`config.mk`:
```
export PLATFORM = sky130hd
export DESIGN_NAME = alu_seq
export DESIGN_NICKNAME = d
export VERILOG_FILES = /design/src/rtl/alu_seq.sv
export SDC_FILE = /design/constraint.sdc
export NUM_CORES = 1
export LEC_CHECK = 0
export ABC_CLOCK_PERIOD_IN_PS = 3900
export BUFFER_PORTS_ARGS = -buffer_cell sky130_fd_sc_hd__buf_2
export CAP_MARGIN = 20
export CORE_ASPECT_RATIO = 0.9
export CORE_MARGIN = 5
export CORE_UTILIZATION = 34
export DETAILED_ROUTE_END_ITERATION = 16
export HOLD_SLACK_MARGIN = 0.08
export PLACE_DENSITY = 0.55
export SLEW_MARGIN = 20
export SYNTH_ARGS = -nofsm -noshare
export SYNTH_HDL_FRONTEND = slang
export SYNTH_SLANG_ARGS = --single-unit
export TNS_END_PERCENT = 1
```
`constraint.sdc`:
```
create_clock -name clk -period 3.9 [get_ports clk]
set_input_delay 0.585 -clock clk [delete_from_list [all_inputs] [get_ports clk]]
set_output_delay 0.585 -clock clk [all_outputs]
set_load 0.005 [all_outputs]
```
`src/rtl/alu_seq.sv`:
```
// alu_seq: handshaked RV32-style ALU with registered result, address/offset split, zero and error flags
//   Optional macro ALU_SEQ_MUL_EN builds the iterative shift-add MUL (alu_sel=10) and its BUSY state.
//   Ports: clk, rst_n (sync, active-low)
//          in_valid/in_ready + a, b, alu_sel  : operation input channel
//          out_valid/out_ready                 : result output channel
//          result, offset, address, zero, err  : registered result and views derived from it
module alu_seq #(
  parameter int WIDTH      = 32,
  parameter int ALIGN_BITS = 2
) (
  input  logic                  clk,
  input  logic                  rst_n,
  input  logic                  in_valid,
  output logic                  in_ready,
  input  logic [WIDTH-1:0]      a,
  input  logic [WIDTH-1:0]      b,
  input  logic [3:0]            alu_sel,
  output logic                  out_valid,
  input  logic                  out_ready,
  output logic [WIDTH-1:0]      result,
  output logic [ALIGN_BITS-1:0] offset,
  output logic [WIDTH-1:0]      address,
  output logic                  zero,
  output logic                  err
);
  localparam int SHW = $clog2(WIDTH);
  typedef enum logic [1:0] {IDLE, BUSY, DONE} state_t;
  state_t state, state_n;
  logic [WIDTH-1:0] res_c, mul_res;
  logic [SHW-1:0] sh;
  logic err_c, is_mul, mul_done, accept;
  assign sh = b[SHW-1:0];
  // in_ready is forced low while reset is asserted so nothing is accepted during reset
  assign in_ready  = rst_n && (state == IDLE || (state == DONE && out_ready));
  assign out_valid = state == DONE;
  assign accept    = in_valid && in_ready;
  assign offset    = result[ALIGN_BITS-1:0];
  assign address   = {result[WIDTH-1:ALIGN_BITS], {ALIGN_BITS{1'b0}}};
  assign zero      = result == '0;
  always_comb begin
    res_c = '0;
    err_c = 1'b0;
    case (alu_sel)
      4'd0:  res_c = a + b;
      4'd1:  res_c = a - b;
      4'd2:  res_c = a & b;
      4'd3:  res_c = a ^ b;
      4'd4:  res_c = a << sh;
      4'd5:  res_c = $signed(a) >>> sh;
      4'd6:  res_c = a | b;
      4'd7:  res_c = a >> sh;
      4'd8:  res_c = {{(WIDTH-1){1'b0}}, $signed(a) < $signed(b)};
      4'd9:  res_c = {{(WIDTH-1){1'b0}}, a < b};
`ifdef ALU_SEQ_MUL_EN
      4'd10: res_c = '0;
`endif
      default: err_c = 1'b1;
    endcase
  end
`ifdef ALU_SEQ_MUL_EN
  logic [WIDTH-1:0] acc, acc_n, mcand, mplier;
  logic [SHW-1:0] cnt;
  assign is_mul   = alu_sel == 4'd10;
  assign acc_n    = acc + (mplier[0] ? mcand : '0);
  // the last iteration's sum goes straight to result, so DONE follows the WIDTH-th iteration edge
  assign mul_done = cnt == SHW'(WIDTH - 1);
  assign mul_res  = acc_n;
  always_ff @(posedge clk) begin
    if (!rst_n) begin
      acc    <= '0;
      cnt    <= '0;
      mcand  <= '0;
      mplier <= '0;
    end else if (accept && is_mul) begin
      acc    <= '0;
      cnt    <= '0;
      mcand  <= a;
      mplier <= b;
    end else if (state == BUSY) begin
      acc    <= acc_n;
      cnt    <= cnt + 1'b1;
      mcand  <= mcand << 1;
      mplier <= mplier >> 1;
    end
  end
`else
  assign is_mul   = 1'b0;
  assign mul_done = 1'b0;
  assign mul_res  = '0;
`endif
  always_comb begin
    state_n = state;
    if (accept) state_n = is_mul ? BUSY : DONE;
    else if (state == DONE && out_ready) state_n = IDLE;
    else if (state == BUSY && mul_done) state_n = DONE;
  end
  always_ff @(posedge clk) begin
    if (!rst_n) begin
      state  <= IDLE;
      result <= '0;
      err    <= 1'b0;
    end else begin
      state <= state_n;
      if (accept) err <= err_c;
      if (accept && !is_mul) result <= res_c;
      else if (state == BUSY && mul_done) result <= mul_res;
    end
  end
endmodule

```
==> Word level (Yosys, flattened, before mapping) <==
Index checks and enable logic that the tools add are counted.
{ "classes": {"addsub": 2, "magnitude_cmp": 2, "eq_ne": 9, "shifts": 3, "n_mux": 4, "bitwise_logic": 3, "reduce_logical": 9} }
{ "op_table": {"columns": ["op", "count"], "rows": [
  ["32-bit one-hot mux with 10 select lines", 1],
  ["32-bit less-than comparator", 2],
  ["32-bit adder", 1],
  ["32-bit bitwise AND", 1],
  ["32-bit zero test", 1],
  ["32-bit OR", 1],
  ["32-bit by 5-bit << shifter with 32-bit output", 1],
  ["32-bit by 5-bit right shift with 32-bit output", 1],
  ["32-bit by 5-bit >>> shifter with 32-bit output", 1],
  ["32-bit subtractor", 1],
  ["32-bit bitwise XOR", 1],
  ["4-bit by 3-bit equality test with 1-bit output, second input constant", 4],
  ["10-bit OR reduction", 1],
  ["4-bit by 2-bit equality test with 1-bit output, second input constant", 2],
  ["4-bit equality test, second input constant", 2],
  ["4-bit by 1-bit equality test with 1-bit output, second input constant", 1],
  ["4-bit zero test", 1],
  ["2-bit two-way mux", 2],
  ["1-bit logical AND", 3],
  ["2-bit zero test", 1],
  ["2-bit nonzero test", 1],
  ["1-bit logical OR", 1],
  ["1-bit two-way mux", 1]
]} }
{ "word_totals": {"register_bits": 34, "input_bits": 72, "elab_cells": 35} }

==> Logic depth before layout (Yosys ltp) <==
Gate-level depths: netlist of the first run.
{ "logic_depth": {"depth_word": 5, "ltp_mapped": 16, "mapped_depth_nobuf": 12} }

==> Least setup slack after synthesis of the first run <==
Ideal clock, no wire load.
{ "synth_path": {"path_kind": "input to register", "startpoint": "in b[2]", "endpoint": "reg result[30]", "setup_time_ps": 120, "t_arrival_ps": 3889, "required_time_ps": 3780, "path_slack_ps": -109, "cell_stages": 16, "path_buffers": 5, "path_cell_list": "buf_2 > clkinv_1 > buf_2 > buf_2 > clkbuf_1 > ha_1 > buf_4 > nor3_1 > o31ai_2 > a2111oi_2 > or3_4 > a2111oi_4 > nor2_2 > a221oi_2 > a211oi_1 > o31a_1"} }
{ "synth_between": {"elab_chain_cells": 2, "elab_cells_between_ends": 6} }
{ "synth_lines": {"columns": ["item", "line", "source"], "rows": [
  ["from (decl)", "16", "input logic [WIDTH-1:0] b,"],
  ["32-bit subtractor, or another cell as far along", "45", "4'd1: res_c = a - b;"],
  ["32-bit one-hot mux with 10 select lines (*)", "43", "case (alu_sel)"],
  ["to (signal assigned)", "105", "if (accept && !is_mul) result <= res_c;"],
  ["to (signal assigned)", "106", "else if (state == BUSY && mul_done) result <= mul_res;"],
  ["to (decl)", "20", "output logic [WIDTH-1:0] result,"]
]} }
Every way passes the cells marked *; elsewhere a longest branch is shown, timed or not.
A chain may end at the register's enable or synchronous reset.

==> Worst setup path in the final report of the first run <==
{ "layout_path": {"startpoint": "in a[0]", "endpoint": "reg result[26]"} }
{ "layout_between": {"elab_chain_cells": 2, "elab_cells_between_ends": 6} }
{ "layout_lines": {"columns": ["item", "line", "source"], "rows": [
  ["from (decl)", "15", "input logic [WIDTH-1:0] a,"],
  ["32-bit subtractor, or another cell as far along", "45", null],
  ["32-bit one-hot mux with 10 select lines (*)", "43", null]
]} }
Marks and branches as above.

==> results of run 1 <==
## critical path: stages
cell and delay (ns):
buf_2 0.12, ha_1 0.20, inv_1 0.07, fa_1 0.40
nand2b_1 0.19, a21oi_1 0.29, o211ai_1 0.20, a21oi_1 0.25
o21ai_0 0.30, o41ai_1 0.52, a2bb2oi_1 0.20, mux2i_1 0.10
o311a_1 0.29
## state kept, by name (all words and copies together), names as in the netlist
register / flops
result: 32
err: 1
state: 1
## through the flow
step,total power [µW],util (%),cells
final,2320,38.7,1939
after global routing,2460,38.7,1939
after CTS,2290,38.7,1939
after detailed placement,1850,38.2,1931
after global placement,1850,38.2,1931
after floorplan,1320,-,1458
## per-layer routing
metal / track usage [%] / vias up / part of all wire (%)
li1: - / 5551 / -
met1: 39.5 / 5894 / 43
met2: 43.4 / 744 / 42
met3: 5.73 / 113 / 9.5
met4: 12.1 / 2 / 5.2
met5: 0 / - / 0.024
## placed cells by master (no fill, tap or decap), types with 7 or more instances in the layout
cell        n
nor3_1     32
o22ai_1    16
inv_1      93
buf_4      78
nor2b_1    17
o21ai_0   111
mux4_2     47
a21oi_1   119
ha_1       98
mux2i_1    47
a22oi_1     8
nor4_1     24
o31ai_1    17
a211o_1     7
nand3_1    42
dfxtp_1    34
nand4_1    16
and2_1     17
a31oi_1    18
a211oi_1   24
nor2_1    130
nand2_1   143
nand2b_1   14
o211ai_1   39
o21bai_1    9
a21o_1     13
a221oi_1   16
buf_2     138
## how the worst max path moves through the flow
stage          slack [ns]  start          to  cells after the start
2_1_floorplan        0.03   b[2]  result[30]                     16
3_3_place_gp         0.16   a[0]  result[26]                     13
3_5_place_dp         0.12   a[0]  result[26]                     13
4_1_cts              0.39   a[0]  result[26]                     13
5_1_grt              0.09   a[0]  result[26]                     13
6_report             0.37   a[0]  result[26]                     13
## kinds of logic after synthesis
logic type | count (synthesis) | synth area share [%]
AO/OA/AOI/OAI | 497 | 32.4
XOR/XNOR | 3 | 0.255
adder cells (fa/ha/maj) | 100 | 12.3
buffers and inverters | 246 | 11.0
flip-flops | 34 | 6.61
multiplexers | 101 | 15.6
other | 1 | 0.0364
AND/OR/NAND/NOR | 475 | 21.9
## cell type report
type | count | share of cell area [%]
clock buffers | 7 | 1.23
clock inverters | 1 | 0.0433
inverters | 97 | 3.16
multi-input cells | 1178 | 73.7
flip-flops and latches | 34 | 5.89
well taps | 403 | 4.36
repair buffers | 219 | 11.6
## power by group through the flow
stage	sequential [µW]	clock [µW]	combinational [µW]
final	384	429	1510
after global routing	387	453	1620
after CTS	384	433	1470
after detailed placement	392	0	1460
after global placement	391	0	1460
after floorplan	387	0	938
==> metrics.md, run 1 <==
| Metric | Value |
|---|---|
| Number of antenna violations at the first check in global routing | `3` |
| Hold_sp | `err` |
| Vias in the first global route | `11,700` |
| Synth Cell Area | `0.0103 mm²` |
| Placed cell area | `0.0114 mm²` |
| Mapped Cells | `1,457` |
| Worst-path clk slew | `0.06 ns` |
| Fraction of layout cells with a size suffix above 1 | `20.0%` |
| Setup_tns | `0 ns` |
| Reg-to-reg slack, setup | `1.71 ns` |
| Via count | `12,300` |
| Hold Crit Endpoint | `err` |
| Ys async rst share | `0%` |
| CP max FO | `4` |
| Slack of the critical path | `0.372 ns` |
| Die Ht | `175 µm` |
| First-pass GRT wire length | `76.1 mm` |
| Worst slew pin tran | `0.769 ns` |
| Hold buffers post-CTS | `0` |
| Pre-CTS setup slack | `0.118 ns` |
| Synthesized flop and latch total | `34` |
| Number of synthesized flops with an enable pin | `0` |
| Final instance area | `0.0116 mm²` |
| Avg Cell Area, Syn | `7.07 µm²` |
| R2R depth | `10` |
| Worst setup EP type | `flip-flop` |
| Crit path time final | `3.53 ns` |
| Root Buffer | `clkbuf_16` |
| Grt ovf | `0` |
| Reg2reg start | `state[1]` |
| Largest net degree at the start of global routing | `72` |
| Leading area contributor after synthesis | `ha_1` |
| Sw frac | `49.7%` |
| Post-cts resize count | `0` |
| Area contributors post-synth | `ha_1 (12%), mux4_2 (10%), dfxtp_1 (6.6%)` |
| Starting density of the core | `34.5%` |
| LEAKAGE | `0.00510 µW` |
| Status | `finished clean` |
| ANT cells | `0` |
| Most common cell in the netlist | `nand2_1` |
| DRT antenna net count | `0` |
| Setup Skew | `0.00338 ns` |
| Hold Slack | `0.455 ns` |
| Number of max-cap violations | `0` |
| Logic pwr share | `65.0%` |
| DRT Wirelength | `50.8 mm` |
| Post-CTS setup buffers | `0` |
| Half-perimeter wire length after placement | `39.7 mm` |
| Hold Path Stages | `2` |
| I/O Pins | `142` |
| Tcrit/Tclk final | `90.5%` |
| Most frequent cells after synthesis | `nand2_1 (143), nor2_1 (130), a21oi_1 (119)` |
| Worst Path Required | `4.08 ns` |
| Post-synth top area share | `11.9%` |
| Die area | `0.0339 mm²` |
| Post-synth cell types | `87` |
| Worst hold path type | `reg2reg` |
| R2r endpoint | `result[23]` |
| Clock network fraction of design power | `18.5%` |
| Ys flop type | `dfxtp_1` |
| TritonCTS clock tree | `yes` |
| Die width | `193 µm` |
| DR iter-0 viols | `1,420` |
| Seq. cell area | `681 µm²` |
| RSZ-0062 raised after global routing | `false` |
| Clock net sink count | `34` |
| Row cnt | `60` |
| Flop pwr share | `16.5%` |
| Multi-input logic area | `0.00852 mm²` |
| H-tree depth reported by CTS | `2` |
| Final Hold Fails | `0` |
| Net switching power figure | `1150 µW` |
| Fin nets | `1,707` |
| DR pass1 iterations | `6` |
| Port bufs | `139` |
| GRT Overall Usage | `28.6%` |
| Num CTS Buffers | `5` |
| Slew Viols, Final | `0` |
| DRC violations left | `0` |
| WL/cell | `26.2 µm` |
| PD cells | `201 mW/mm²` |
| Synthesis-to-layout area growth | `12.2%` |
| Final setup fails | `0` |
| GPL Wtd Cong | `0.998` |
| Clk_lat worst skew | `0.29 ns` |
| Worst Setup Path Type | `in2reg` |
| Synth warn | `0` |
| Max Clock Freq | `283 MHz` |
| Via-per-instance ratio | `6.35` |
| Clock buffer depth | `2` |
| Internal Dissipation | `1170 µW` |
| Peak supply drop | `128 µV` |
| Slew headroom | `48.8%` |
| Fill count | `3,267` |
| Startpoint types | `input port` |
| Sequential area share after synthesis | `6.61%` |
| Critical Path AT | `3.71 ns` |
| Placeable Area | `0.0299 mm²` |
No activity file was read; power rests on OpenSTA's default activity.
==> inputs of run 2 (changes only) <==
--- a/config.mk
+++ b/config.mk
@@ -5,7 +5,7 @@
 export SDC_FILE = /design/constraint.sdc
 export NUM_CORES = 1
 export LEC_CHECK = 0
-export ABC_CLOCK_PERIOD_IN_PS = 3900
+export ABC_CLOCK_PERIOD_IN_PS = 3500
 export BUFFER_PORTS_ARGS = -buffer_cell sky130_fd_sc_hd__buf_2
 export CAP_MARGIN = 20
 export CORE_ASPECT_RATIO = 0.9
@@ -13,8 +13,8 @@
 export CORE_UTILIZATION = 34
 export DETAILED_ROUTE_END_ITERATION = 16
 export HOLD_SLACK_MARGIN = 0.08
-export PLACE_DENSITY = 0.55
-export SLEW_MARGIN = 20
+export PLACE_DENSITY = 0.53
+export SLEW_MARGIN = 25
 export SYNTH_ARGS = -nofsm -noshare
 export SYNTH_HDL_FRONTEND = slang
 export SYNTH_SLANG_ARGS = --single-unit
==> constraint.sdc (replaced) <==
create_clock -name clk -period 3.5 [get_ports clk]
set_input_delay 0.525 -clock clk [delete_from_list [all_inputs] [get_ports clk]]
set_output_delay 0.525 -clock clk [all_outputs]
set_load 0.005 [all_outputs]
==> metrics.md, run 2 (same netlist as run 1, synthesis figures left out) <==
| Metric | Value |
|---|---|
| Status | `finished clean` |
| Die Ht | `175 µm (unchanged)` |
| Largest regs | `result (32), err (1), state (1)` |
| Clock buffer depth | `2 (unchanged)` |
| Clock network fraction of design power | `17.7% (-0.8 points)` |
| LEAKAGE | `0.00565 µW (+11%)` |
| GPL Wtd Cong | `0.984 (-1.4%)` |
| Max Clock Freq | `298 MHz` |
| Slew Viols, Final | `0 (unchanged)` |
| Number of antenna violations at the first check in global routing | `1 (-2)` |
| Largest net degree at the start of global routing | `70 (-2.8%)` |
| DR pass1 iterations | `7 (+1)` |
| Startpoint types | `input port` |
| DRT antenna net count | `0 (unchanged)` |
| Placed cells | `2,041 (+5.7%)` |
| Fin nets | `1,817 (+6.4%)` |
| Slew headroom | `54.6% (+5.8 points)` |
| Tcrit/Tclk final | `95.9%` |
| I/O Pins | `142 (unchanged)` |
| TritonCTS clock tree | `yes` |
| Worst hold path type | `reg2reg` |
| Placeable Area | `0.0299 mm² (unchanged)` |
| Die width | `193 µm (unchanged)` |
| Root Buffer | `clkbuf_16` |
| Most common cell after layout, fill and taps aside | `buf_4` |
| Flop pwr share | `15.6% (-0.9 points)` |
| First-pass GRT wire length | `76.7 mm (+0.81%)` |
| WL/cell | `25.0 µm (-4.5%)` |
| Final setup fails | `0 (unchanged)` |
| Most used cell, CP | `a2111oi_4` |
| Worst slew pin tran | `0.681 ns (-0.0873 ns)` |
| Worst Setup Path Type | `in2reg` |
| Die area | `0.0339 mm² (unchanged)` |
| Logic pwr share | `66.7% (+1.7 points)` |
| Port bufs | `139 (unchanged)` |
| Half-perimeter wire length after placement | `40.5 mm (+2.0%)` |
| Via-per-instance ratio | `6.18 (-2.6%)` |
| CP max FO | `4 (unchanged)` |
| Number of max-cap violations | `0 (unchanged)` |
| Worst-path clk slew | `0.06 ns (about the same)` |
| PD cells | `219 mW/mm² (+9.1%)` |
| Largest stage delay, worst path | `0.47 ns (-0.05 ns)` |
| Max stage delay cell, worst path | `or3_4` |
| Row cnt | `60 (unchanged)` |
| Hold buffers post-CTS | `0 (unchanged)` |
| Clk_lat worst skew | `0.29 ns (about the same)` |
| Critical Path AT | `3.54 ns (-0.17 ns)` |
| Biggest register | `result` |
| Most frequent cells in the layout | `buf_4 (186), nand2_1 (143), buf_2 (138), nor2_1 (130), a21oi_1 (119)` |
| Vias in the first global route | `12,000 (+2.9%)` |
| GRT Overall Usage | `28.9% (+0.28 points)` |
| Net switching power figure | `1310 µW (+14%)` |
| Internal Dissipation | `1420 µW (+22%)` |
| Starting density of the core | `34.5% (unchanged)` |
| Worst setup EP type | `flip-flop` |
| RSZ-0062 raised after global routing | `true` |
| Setup Skew | `0.00325 ns (-0.000131 ns)` |
| H-tree depth reported by CTS | `2 (unchanged)` |
| Clock net sink count | `34 (unchanged)` |
| Pre-CTS setup slack | `-0.0745 ns (-0.192 ns)` |
| DR iter-0 viols | `1,525 (+7.4%)` |
| Num CTS Buffers | `5 (unchanged)` |
| Max reg flops | `32 (unchanged)` |
| Fill count | `3,201 (-2.0%)` |
| Synthesis-to-layout area growth | `21.1%` |
| Hold Slack | `0.461 ns (+0.00664 ns)` |
| Crit-path cells | `buf_2 -> buf_4 -> inv_1 -> ha_1 -> fa_1 -> nor3_2 -> o31ai_2 -> a2111oi_4 -> or3_4 -> a2111oi_4 -> nor2_2 -> a221oi_2 -> a211oi_1 -> o31a_1` |
| Crit path time final | `3.36 ns` |
| Final Hold Fails | `0 (unchanged)` |
| Slack of the critical path | `0.145 ns (-0.228 ns)` |
| Post-CTS setup buffers | `0 (unchanged)` |
| Worst Path Required | `3.69 ns (-0.39 ns)` |
| Peak supply drop | `143 µV (+12%)` |
| Sw frac | `47.9% (-1.7 points)` |
| Via count | `12,700 (+3.0%)` |
| DRC violations left | `0 (unchanged)` |
| Fin cells | `2,050 (+5.7%)` |
| Post-layout util | `41.7% (+3.1 points)` |
| Grt ovf | `0 (unchanged)` |
| DRT Wirelength | `51.3 mm (+0.96%)` |
| Fraction of layout cells with a size suffix above 1 | `25.6% (+5.7 points)` |
## run 2: final cells by class
| type | count | area, µm² | area share [%] |
|---|---|---|---|
| Clock inverter | 2 | 12.5 | 0.100 |
| Antenna cell | 1 | 2.50 | 0.0201 |
| Tap cell | 403 | 504 | 4.04 |
| Multi-Input combinational cell | 1178 | 8570 | 68.7 |
| Sequential cell | 34 | 681 | 5.46 |
| Inverter | 97 | 377 | 3.02 |
| Clock buffer | 6 | 139 | 1.11 |
| Timing Repair Buffer | 329 | 2190 | 17.5 |
## run 2: repair_timing
item	in CTS	in global routing
endpoints found under the setup margin	0	2
hold endpoints to repair	0	0
gates resized for setup	0	2
## run 2: per-stage QoR
stage	setup TNS, ns	cell area [µm²]	power, µW
6_report	0	12500	2730
4_1_cts	0	12400	2700
3_3_place_gp	-0.0978	12300	2210
3_5_place_dp	-0.190	12300	2210
2_1_floorplan	0	10400	1490
5_1_grt	-0.000310	12500	2890
## run 2: critical path, delay by kind of cell
| kind | cells | cell delay (ns) |
|---|---|---|
| compound gates | 6 | 1.62 |
| simple gates | 3 | 0.65 |
| fa+ha+maj | 2 | 0.42 |
| buf+inv | 3 | 0.31 |
## run 2: final timing paths
path / startpoint / to / cells past startpoint / slack (ns)
worst max-delay path: a[0] / result[30] / 14 / 0.14
worst min-delay path: err / err / 2 / 0.46
worst max register to register: state[1] / result[27] / 9 / 1.27
worst min register to register: err / err / 2 / 0.46
## run 2: power by group through the flow
stage | clock (µW) | sequential (µW) | combinational (µW)
finish | 484 | 428 | 1820
global route | 507 | 431 | 1950
CTS | 487 | 428 | 1780
detailed placement | 0 | 436 | 1770
global placement | 0 | 435 | 1780
floorplan | 0 | 431 | 1050
## run 2: layer usage
layer	part of all wire (%)	routed length [µm]	global-route usage, %
met5	0	0	0
met4	5.0	2590	12.7
met1	43	22100	40.5
met3	7.9	4070	3.30
met2	44	22500	44.7
==> inputs of run 3 (changes only) <==
--- a/config.mk
+++ b/config.mk
@@ -10,11 +10,11 @@
 export CAP_MARGIN = 20
 export CORE_ASPECT_RATIO = 0.9
 export CORE_MARGIN = 5
-export CORE_UTILIZATION = 34
+export CORE_UTILIZATION = 35
 export DETAILED_ROUTE_END_ITERATION = 16
 export HOLD_SLACK_MARGIN = 0.08
-export PLACE_DENSITY = 0.53
-export SLEW_MARGIN = 25
+export PLACE_DENSITY = 0.54
+export SLEW_MARGIN = 20
 export SYNTH_ARGS = -nofsm -noshare
 export SYNTH_HDL_FRONTEND = slang
 export SYNTH_SLANG_ARGS = --single-unit
==> metrics.md, run 3 (same netlist as run 1, synthesis figures left out) <==
| Metric | Value |
|---|---|
| Met3 global-route usage | `4.40% (+1.1 points)` |
| Largest regs | `result (32), err (1), state (1)` |
| TritonCTS clock tree | `yes` |
| Reg-to-reg slack, setup | `1.22 ns (-0.05 ns)` |
| Critical Path AT | `3.59 ns (+0.05 ns)` |
| Status | `finished clean` |
| Number of antenna violations at the first check in global routing | `1 (unchanged)` |
| Crit path time final | `3.41 ns (+0.0563 ns)` |
| Die area | `0.0330 mm² (-2.7%)` |
| Fraction of layout cells with a size suffix above 1 | `25.3% (-0.33 points)` |
| Most Crowded Layer GR | `met2` |
| Die width | `191 µm (-1.4%)` |
| GRT Overall Usage | `30.2% (+1.4 points)` |
| DR pass1 iterations | `5 (-2)` |
| Vias in the first global route | `12,300 (+1.8%)` |
| Via-per-instance ratio | `6.22 (+0.70%)` |
| First-pass GRT wire length | `78.0 mm (+1.7%)` |
| Port bufs | `139 (unchanged)` |
| Worst Setup Path Type | `in2reg` |
| Fill count | `3,116 (-2.7%)` |
| Setup Skew | `0.00232 ns (-0.000930 ns)` |
| DRT antenna net count | `0 (unchanged)` |
| WL/cell | `25.6 µm (+2.4%)` |
| CP max FO | `4 (unchanged)` |
| Clock net sink count | `34 (unchanged)` |
| Max reg flops | `32 (unchanged)` |
| Final instance area | `0.0124 mm² (-0.54%)` |
| Row cnt | `59 (-1.7%)` |
| Largest net degree at the start of global routing | `82 (+17%)` |
| I/O Pins | `142 (unchanged)` |
| DRT Wirelength | `52.2 mm (+1.7%)` |
| Crit path launch | `a[0]` |
| DR iter-0 viols | `1,600 (+4.9%)` |
| Max Clock Freq | `293 MHz (-1.6%)` |
| GPL Wtd Cong | `0.994 (+0.99%)` |
| Worst setup EP type | `flip-flop` |
| R2R depth | `7 (-2)` |
| Clk_lat worst skew | `0.29 ns (about the same)` |
| Post-cts resize count | `0 (unchanged)` |
| Die Ht | `173 µm (-1.4%)` |
| PD cells | `220 mW/mm² (+0.40%)` |
| ANT cells | `0 (-1)` |
| Hold Path Stages | `2 (unchanged)` |
| Slew Viols, Final | `0 (unchanged)` |
| Pre-CTS setup slack | `-0.0857 ns (-0.0112 ns)` |
| Final setup fails | `0 (unchanged)` |
| Worst-path clk slew | `0.06 ns (about the same)` |
| Worst slew pin tran | `0.744 ns (+0.0632 ns)` |
| Via count | `12,700 (+0.0079%)` |
| Number of max-cap violations | `0 (unchanged)` |
| R2r endpoint | `result[30]` |
| GR Util met1 | `41.6% (+1.2 points)` |
| Worst Path Required | `3.68 ns (about the same)` |
| Num CTS Buffers | `5 (unchanged)` |
| Hold_sp | `err` |
| Post-CTS setup buffers | `0 (unchanged)` |
| H-tree depth reported by CTS | `2 (unchanged)` |
| Most frequent cells in the layout | `buf_4 (181), nand2_1 (143), buf_2 (138), nor2_1 (130), a21oi_1 (119)` |
| Tcrit/Tclk final | `97.5% (+1.6 points)` |
| Synthesis-to-layout area growth | `20.4%` |
| GR Layer Usage met2 | `47.2% (+2.5 points)` |
| Slew headroom | `49.7% (-4.9 points)` |
| LEAKAGE | `0.00562 µW (-0.62%)` |
| Starting density of the core | `35.6% (+1.1 points)` |
| DRC violations left | `0 (unchanged)` |
| Hold buffers post-CTS | `0 (unchanged)` |
| Startpoint types | `input port` |
| Fin nets | `1,811 (-0.33%)` |
| Root Buffer | `clkbuf_16` |
| Placeable Area | `0.0289 mm² (-3.1%)` |
| Slack of the critical path | `0.0884 ns (-0.0563 ns)` |
| Clock buffer depth | `2 (unchanged)` |
| Grt ovf | `0 (unchanged)` |
| Peak supply drop | `138 µV (-3.5%)` |
| Biggest register | `result` |
| Reg2reg start | `state[1]` |
| Final Hold Fails | `0 (unchanged)` |
| Worst hold path type | `reg2reg` |
| Placed cell area | `0.0122 mm² (-0.79%)` |
| Most common cell after layout, fill and taps aside | `buf_4` |
| Hold Crit Endpoint | `err` |
| Half-perimeter wire length after placement | `41.0 mm (+1.2%)` |
## run 3: worst max path at each step
stage                      end  slack, ns  depth (start not counted)
floorplan           result[26]      0.006                         14
detailed placement  result[30]      -0.09                         13
global placement    result[30]      -0.04                         13
global route        result[30]      -0.05                         14
CTS                 result[30]       0.21                         13
finish              result[30]       0.09                         14
## run 3: report_power, final
| part | switching [µW] | internal, µW |
|---|---|---|
| Combinational | 1090 | 724 |
| Sequential | 22.6 | 405 |
| Clock | 201 | 283 |
## run 3: layer usage
metal  part of all wire [%]  routed length [µm]
met1                     43               22200
met2                     44               22900
met3                    8.3                4350
met4                    5.2                2690
met5                      0                   0
## run 3: final cells by class
type	count	area [µm²]	share of cell area, %
multi-input cells	1178	8560	69.0
well taps	396	495	3.99
inverters	97	377	3.04
flip-flops and latches	34	681	5.49
clock buffers	6	139	1.12
clock inverters	2	12.5	0.101
repair buffers	323	2140	17.3
## run 3: worst max-delay path, cell delays in order
cell and delay, ns:
buf_2 0.10, buf_4 0.13, inv_1 0.07, ha_1 0.19
fa_1 0.23, nor3_2 0.07, o31ai_2 0.39, a2111oi_4 0.16
or3_4 0.47, a2111oi_4 0.44, nor2_2 0.14, a221oi_2 0.28
a211oi_1 0.09, o31a_1 0.29
## run 3: metrics by stage
step / hold WS (ns) / util (%) / TNS, ns / total power, µW / cells
2_1_floorplan: 0.453 / - / 0 / 1490 / 1458
3_3_place_gp: 0.445 / 42.2 / -0.0831 / 2200 / 2027
3_5_place_dp: 0.457 / 42.2 / -0.237 / 2190 / 2027
4_1_cts: 0.473 / 42.7 / 0 / 2680 / 2035
5_1_grt: 0.516 / 42.9 / -0.0471 / 2880 / 2036
6_report: 0.466 / 42.9 / 0 / 2730 / 2036
